## config.mk

```make
export PLATFORM = sky130hd
export DESIGN_NAME = keyword_search_ctrl
export DESIGN_NICKNAME = d
export VERILOG_FILES = /design/src/rtl/keyword_search_ctrl_pkg.sv /design/src/rtl/keyword_search_ctrl_keyword_table.sv /design/src/rtl/keyword_search_ctrl.sv
export SDC_FILE = /design/constraint.sdc
export NUM_CORES = 2
export LEC_CHECK = 0
export ABC_CLOCK_PERIOD_IN_PS = 4500
export CAP_MARGIN = 20
export CORE_MARGIN = 3
export CORE_UTILIZATION = 55
export CTS_CLUSTER_DIAMETER = 150
export CTS_CLUSTER_SIZE = 14
export DETAILED_ROUTE_END_ITERATION = 8
export HOLD_SLACK_MARGIN = 0.03
export PLACE_DENSITY_LB_ADDON = 0.15
export SYNTH_ARGS = -nofsm -noshare
export SYNTH_HDL_FRONTEND = slang
export SYNTH_SLANG_ARGS = --single-unit
```

## constraint.sdc

```tcl
create_clock -name clk -period 4.5 [get_ports clk]
set_clock_uncertainty 0.1 [all_clocks]
set_input_delay 1.35 -clock clk [delete_from_list [all_inputs] [get_ports clk]]
set_output_delay 1.35 -clock clk [all_outputs]
set_load 0.02 [all_outputs]
```

## src/rtl/keyword_search_ctrl_pkg.sv

```systemverilog
// Shared constants, configuration address layout and verdict FSM encoding
// for the keyword search control block.
package keyword_search_ctrl_pkg;

  localparam int NUM_KW       = 4;
  localparam int KW_W         = 128;
  localparam int CNT_W        = 32;
  localparam int WORD_W       = 32;
  localparam int ADDR_W       = 4;
  localparam int ADDR_KW_HI   = 3;
  localparam int ADDR_KW_LO   = 2;
  localparam int ADDR_WORD_HI = 1;
  localparam int ADDR_WORD_LO = 0;

  typedef enum logic [1:0] {
    V_IDLE  = 2'd0,
    V_HOLD  = 2'd1,
    V_ACK   = 2'd2,
    V_DRAIN = 2'd3
  } vstate_e;

  function automatic logic [CNT_W-1:0] sat_inc(input logic [CNT_W-1:0] v);
    if (v == {CNT_W{1'b1}}) begin
      sat_inc = v;
    end else begin
      sat_inc = v + {{(CNT_W-1){1'b0}}, 1'b1};
    end
  endfunction

endpackage

```

## src/rtl/keyword_search_ctrl_keyword_table.sv

```systemverilog
// Shadow/active keyword table. Disabled lanes are zeroed when the commit
// loads the active copy, so the outputs come straight from flops.
module keyword_search_ctrl_keyword_table
  import keyword_search_ctrl_pkg::*;
(
  input  logic                         clk,
  input  logic                         reset,
  input  logic                         wr_en_i,
  input  logic [ADDR_W-1:0]            addr_i,
  input  logic [WORD_W-1:0]            wdata_i,
  input  logic                         en_wr_i,
  input  logic                         commit_i,
  output logic [NUM_KW-1:0][KW_W-1:0]  kw_o,
  output logic [NUM_KW-1:0]            kw_en_o
);

  logic [NUM_KW-1:0][KW_W-1:0] shadow_q, shadow_d, active_q, active_d;
  logic [NUM_KW-1:0]           sh_en_q, sh_en_d, act_en_q, act_en_d;
  logic [1:0]                  kw_idx, word_idx;
  logic [6:0]                  word_lsb;

  assign kw_idx   = addr_i[ADDR_KW_HI:ADDR_KW_LO];
  assign word_idx = addr_i[ADDR_WORD_HI:ADDR_WORD_LO];
  // word 0 is the most significant 32 bits of the keyword
  assign word_lsb = {2'd3 - word_idx, 5'd0};

  always_comb begin
    shadow_d = shadow_q;
    sh_en_d  = sh_en_q;
    active_d = active_q;
    act_en_d = act_en_q;
    if (wr_en_i) begin
      shadow_d[kw_idx][word_lsb +: WORD_W] = wdata_i;
    end else begin
      shadow_d = shadow_q;
    end
    if (en_wr_i) begin
      sh_en_d = wdata_i[NUM_KW-1:0];
    end else begin
      sh_en_d = sh_en_q;
    end
    if (commit_i) begin
      act_en_d = sh_en_q;
      for (int i = 0; i < NUM_KW; i++) begin
        active_d[i] = sh_en_q[i] ? shadow_q[i] : {KW_W{1'b0}};
      end
    end else begin
      active_d = active_q;
      act_en_d = act_en_q;
    end
  end

  always_ff @(posedge clk) begin
    if (reset) begin
      shadow_q <= '0;
      sh_en_q  <= '0;
      active_q <= '0;
      act_en_q <= '0;
    end else begin
      shadow_q <= shadow_d;
      sh_en_q  <= sh_en_d;
      active_q <= active_d;
      act_en_q <= act_en_d;
    end
  end

  assign kw_o    = active_q;
  assign kw_en_o = act_en_q;

endmodule

```

## src/rtl/keyword_search_ctrl.sv

```systemverilog
// Keyword search control: packet-boundary-safe table commits and a
// ready/valid verdict path with saturating counters around the matcher.
module keyword_search_ctrl
  import keyword_search_ctrl_pkg::*;
(
  input  logic              clk,
  input  logic              reset,
  input  logic              cfg_wr_en,
  input  logic [ADDR_W-1:0] cfg_addr,
  input  logic [WORD_W-1:0] cfg_wdata,
  input  logic              cfg_en_wr,
  input  logic              cfg_commit,
  output logic              cfg_busy,
  input  logic              mon_tvalid,
  input  logic              mon_tready,
  input  logic              mon_tlast,
  input  logic              match_sig,
  input  logic              no_match_sig,
  output logic              ack,
  output logic [KW_W-1:0]   kw_0,
  output logic [KW_W-1:0]   kw_1,
  output logic [KW_W-1:0]   kw_2,
  output logic [KW_W-1:0]   kw_3,
  output logic [NUM_KW-1:0] kw_enable,
  output logic              verdict_valid,
  output logic              verdict_match,
  input  logic              verdict_ready,
  output logic [CNT_W-1:0]  match_count,
  output logic [CNT_W-1:0]  no_match_count
);

  logic                        beat, commit_fire;
  logic                        in_pkt_q, in_pkt_d, pending_q, pending_d;
  vstate_e                     state_q;
  logic                        valid_q, vmatch_q, ack_q;
  logic [CNT_W-1:0]            match_cnt_q, no_match_cnt_q;
  logic [NUM_KW-1:0][KW_W-1:0] kw_arr;

  assign beat = mon_tvalid & mon_tready;
  // a commit only lands between packets and while no verdict is in flight
  assign commit_fire = pending_q & ~in_pkt_q & ~beat & (state_q == V_IDLE);

  always_comb begin
    in_pkt_d  = in_pkt_q;
    pending_d = pending_q;
    if (beat) begin
      in_pkt_d = ~mon_tlast;
    end else begin
      in_pkt_d = in_pkt_q;
    end
    if (commit_fire) begin
      pending_d = cfg_commit;
    end else begin
      pending_d = pending_q | cfg_commit;
    end
  end

  always_ff @(posedge clk) begin
    if (reset) begin
      in_pkt_q  <= 1'b0;
      pending_q <= 1'b0;
    end else begin
      in_pkt_q  <= in_pkt_d;
      pending_q <= pending_d;
    end
  end

  always_ff @(posedge clk) begin
    if (reset) begin
      state_q        <= V_IDLE;
      valid_q        <= 1'b0;
      vmatch_q       <= 1'b0;
      ack_q          <= 1'b0;
      match_cnt_q    <= {CNT_W{1'b0}};
      no_match_cnt_q <= {CNT_W{1'b0}};
    end else begin
      case (state_q)
        V_IDLE: begin
          ack_q <= 1'b0;
          if (match_sig) begin
            vmatch_q <= 1'b1;
            valid_q  <= 1'b1;
            state_q  <= V_HOLD;
          end else if (no_match_sig) begin
            vmatch_q <= 1'b0;
            valid_q  <= 1'b1;
            state_q  <= V_HOLD;
          end
        end
        V_HOLD: begin
          if (verdict_ready) begin
            valid_q <= 1'b0;
            ack_q   <= 1'b1;
            state_q <= V_ACK;
            if (vmatch_q) begin
              match_cnt_q <= sat_inc(match_cnt_q);
            end else begin
              no_match_cnt_q <= sat_inc(no_match_cnt_q);
            end
          end
        end
        V_ACK: begin
          ack_q   <= 1'b0;
          state_q <= V_DRAIN;
        end
        V_DRAIN: begin
          if (!match_sig && !no_match_sig) begin
            state_q <= V_IDLE;
          end
        end
        default: begin
          state_q <= V_IDLE;
          valid_q <= 1'b0;
          ack_q   <= 1'b0;
        end
      endcase
    end
  end

  keyword_search_ctrl_keyword_table u_table (
    .clk      (clk),
    .reset    (reset),
    .wr_en_i  (cfg_wr_en),
    .addr_i   (cfg_addr),
    .wdata_i  (cfg_wdata),
    .en_wr_i  (cfg_en_wr),
    .commit_i (commit_fire),
    .kw_o     (kw_arr),
    .kw_en_o  (kw_enable)
  );

  assign kw_0           = kw_arr[0];
  assign kw_1           = kw_arr[1];
  assign kw_2           = kw_arr[2];
  assign kw_3           = kw_arr[3];
  assign cfg_busy       = pending_q;
  assign ack            = ack_q;
  assign verdict_valid  = valid_q;
  assign verdict_match  = vmatch_q;
  assign match_count    = match_cnt_q;
  assign no_match_count = no_match_cnt_q;

endmodule
```

==> flow_summary.toml <==
[run_status]
outcome = "finished, final reports clean"

[power]
pwr-share-clk_pct = 38.0
ir_worst_vdd_uv = 280
pwr-share-comb_pct = 8.4
sw_frac_of_total_pct = 26.2
finalPower_w = 0.0184
switching_power_w = 0.00483
cellPowerDensity_nw_per_um2 = 372
p_seq_share_pct = 53.6
power.internal_w = 0.0136
power_leakage_nw = 15.3

[clock_network]
cts.clk_slew.worst_paths_ns = 0.07
clock_sinks = 1103
cts_tree = "done"
cts_resized = 0
holdBufCountCts = 0
insertion_delay_ns = 0.65
cts_root_buffer = "clkbuf_16"
htreeDepth = 3
cts-buffers-inserted = 88
cts.path.max_buffers = 3
cts_setup_buffers = 0

[placed_design]
gp_congestion = 0.847
dp_hpwl_mm = 84.7
numPortBuffers = 630

[sta]
hold_violations = 0
rsz0062_at_grt = "no"
relSlewSlack_pct = 27.0
max_freq_mhz = 305
slew_violations = 0
fin_setup_tns_ns = 0
finalSetupViolCount = 0
post-route-min-period_ns = 3.28
tightest_slew_ns = 1.10
period_share_pct = 72.8

[worst_hold_path]
hold_class = "flip-flop to flip-flop"
hold_end = "u_table.kw_o[461]$_SDFFE_PP0P_"
min_from = "u_table.kw_o[461]$_SDFFE_PP0P_"
min_path_cells = 2

[worst_setup_path]
reg2reg_from = "state_q[1]$_SDFFE_PP0P_"
cp-start-kind = "input port"
crit_chain = "clkdlybuf4s50_1 -> nor3b_1 -> and2_1 -> buf_4 -> nand3_1 -> a21oi_1"
cpPeakStageDelay_ns = 0.84
end_kind = "flip-flop"
reg2reg_depth = 7
r2r_setup_slack_ns = 1.82
critPathRequiredTime_ns = 4.97
arrival_ns = 3.75
path_max_fanout = 32
worst-setup-path-type = "input port to flip-flop"
critPathSlowestCell = "nor3b_1"
rr_endpoint = "no_match_count[17]$_SDFFE_PP0P_"

[flow_run]
maxCapViolCount = 0

[layout]
layout-drive-gt1-share_pct = 4.80
nNetsFinal = 5466
synthToLayoutAreaGrowth_pct = 21.4

[floorplan]
initial_core_util_pct = 55.7
core_um2 = 73200
row_count = 99
ioPinCount = 631
dieArea_um2 = 77400
dieHeight_um = 278
die_w_um = 278

[synthesis]
yosysWarnings = 0
ys_ff_latch = 1103
ys_async_sr_fraction_pct = 0
syn_inst = 5132
synth_edf_count = 0
seq_area_frac_synth_pct = 54.2
avgSynthCellArea_um2 = 7.94
yosysUniqueCellTypes = 53
syn-cell-area_um2 = 40800
syn-num-nets = 5191
synth_flop_cell = "dfxtp_1"

[global_routing]
use_met1_pct = 49.1
grt_pass1_vias = 34600
grt-busiest-layer = "met2"
antenna_found_initial = 6
grt_max_degree = 136
met3_usage_pct = 5.31
grt_use_total_pct = 35.2
grt.met2_usage_pct = 53.5
grt_pass1_wl_mm = 213
grt_overflow = 0

[detailed_routing]
avgViaCountPerCell = 6.13
wl_per_cell_um = 22.6
drt-initial-drc-count = 5567
ant_nets = 0
remaining_drc_errors = 0
drt_first_pass_iters = 6
wl_mm = 144
vias = 39100
power groups by stage:
stage	sequential (W)	combinational (W)	clock, W
floorplan	0.0101	0.000926	0
global placement	0.0101	0.00152	0
detailed placement	0.0101	0.00151	0
CTS	0.00987	0.00152	0.00704
global route	0.00988	0.00162	0.00741
finish	0.00988	0.00155	0.00700
critical path: cells and delay by family:
family	cells	cell delay (ns)
and+or+nand+nor	3	1.23
AOI/OAI and AO/OA	1	0.20
buffers and inverters	2	0.95
sequential cells by signal (all words and copies together), names as in the netlist:
| register | cells |
|---|---|
| u_table.kw_o | 512 |
| u_table.shadow_q | 512 |
| match_count | 32 |
| no_match_count | 32 |
| u_table.kw_en_o | 4 |
| u_table.sh_en_q | 4 |
| state_q | 2 |
| ack | 1 |
| cfg_busy | 1 |
| in_pkt_q | 1 |
| verdict_match | 1 |
| verdict_valid | 1 |
stage by stage:
stage | area, um^2 | cells | util, % | worst slack (ns) | hold slack, ns
after detailed placement | 47200 | 6275 | 64.4 | 0.623 | 0.342
final | 49500 | 6378 | 67.6 | 1.22 | 0.349
after global routing | 49500 | 6376 | 67.6 | 1.05 | 0.361
after floorplan | 40800 | 5132 | - | 1.50 | 0.337
after CTS | 49500 | 6374 | 67.6 | 1.22 | 0.351
after global placement | 47200 | 6275 | 64.4 | 0.713 | 0.337
final cells by class:
class                   instances  area (um^2)
inverters                      13         48.8
well taps                     959         1200
repair buffers                721         7160
clock buffers                  92         2240
clock inverters                 7         83.8
multi-input cells            3480        16700
fillers                      6141        23700
diodes                          3         7.51
flip-flops and latches       1103        22100
routing by layer:
layer	vias up	wire length (um)
li1	18000	-
met1	18600	57600
met2	2122	64200
met3	351	14300
met4	6	7760
met5	-	34
cell usage after synthesis, types with 21 or more instances:
cell type / number / area, um^2
dfxtp_1: 1103 / 22100
nand2_1: 1083 / 4070
a21oi_1: 1080 / 5410
nand3_1: 1045 / 5230
clkbuf_1: 520 / 1950
nor2_1: 36 / 135
o21ai_0: 28 / 140
or3_1: 28 / 175
o31ai_1: 22 / 165
or4_1: 21 / 158
placed cells by master (no fill, tap or decap), types with 4 or more instances in the layout:
master           Yosys  routed
buf_4                0      64
and4_1               4       4
inv_1               13      13
dfxtp_1           1103    1099
o31ai_1             22      22
or3_1               28      28
nor4_1               9       9
clkdlybuf4s50_1      0     597
ha_1                12      12
nor2_1              36      33
o21ai_0             28      28
nor3_2               4       6
or4_1               21      21
and2_1              13      13
nand3_1           1045    1045
buf_12               0      26
buf_2                4      32
nor2b_1              8       8
mux2i_1              5       5
or2_2                6       5
xnor2_1              4       4
and3_1               6       6
a21oi_1           1080    1080
nand4_1             13      13
dfxtp_4              0       4
mux2_2               4       4
clkbuf_16            0      89
nand2_1           1083    1083
logic make-up (layout without fill, tap and decap cells):
| group | Yosys count | in the layout | share of synthesized area, % |
|---|---|---|---|
| multiplexers | 11 | 11 | 0.307 |
| flip-flops | 1103 | 1103 | 54.2 |
| AO/OA/AOI/OAI | 1151 | 1151 | 14.4 |
| XOR/XNOR | 7 | 7 | 0.150 |
| other | 0 | 3 | 0 |
| AND/OR/NAND/NOR | 2299 | 2299 | 25.5 |
| adder cells (fa/ha/maj) | 12 | 12 | 0.368 |
| buffers and inverters | 549 | 833 | 5.09 |
how the worst max path moves through the flow:
stage | slack, ns | end | cells past startpoint | from
finish | 1.22 | u_table.shadow_q[78]$_SDFFE_PP0P_ | 6 | cfg_addr[3]
detailed placement | 0.62 | u_table.shadow_q[59]$_SDFFE_PP0P_ | 6 | cfg_addr[3]
global placement | 0.71 | no_match_count[19]$_SDFFE_PP0P_ | 6 | verdict_ready
CTS | 1.22 | match_count[5] | 1 | match_count[5]$_SDFFE_PP0P_
floorplan | 1.50 | no_match_count[17]$_SDFFE_PP0P_ | 5 | verdict_ready
global route | 1.05 | u_table.shadow_q[78]$_SDFFE_PP0P_ | 6 | cfg_addr[3]
Power figures use the tool's default switching activity.
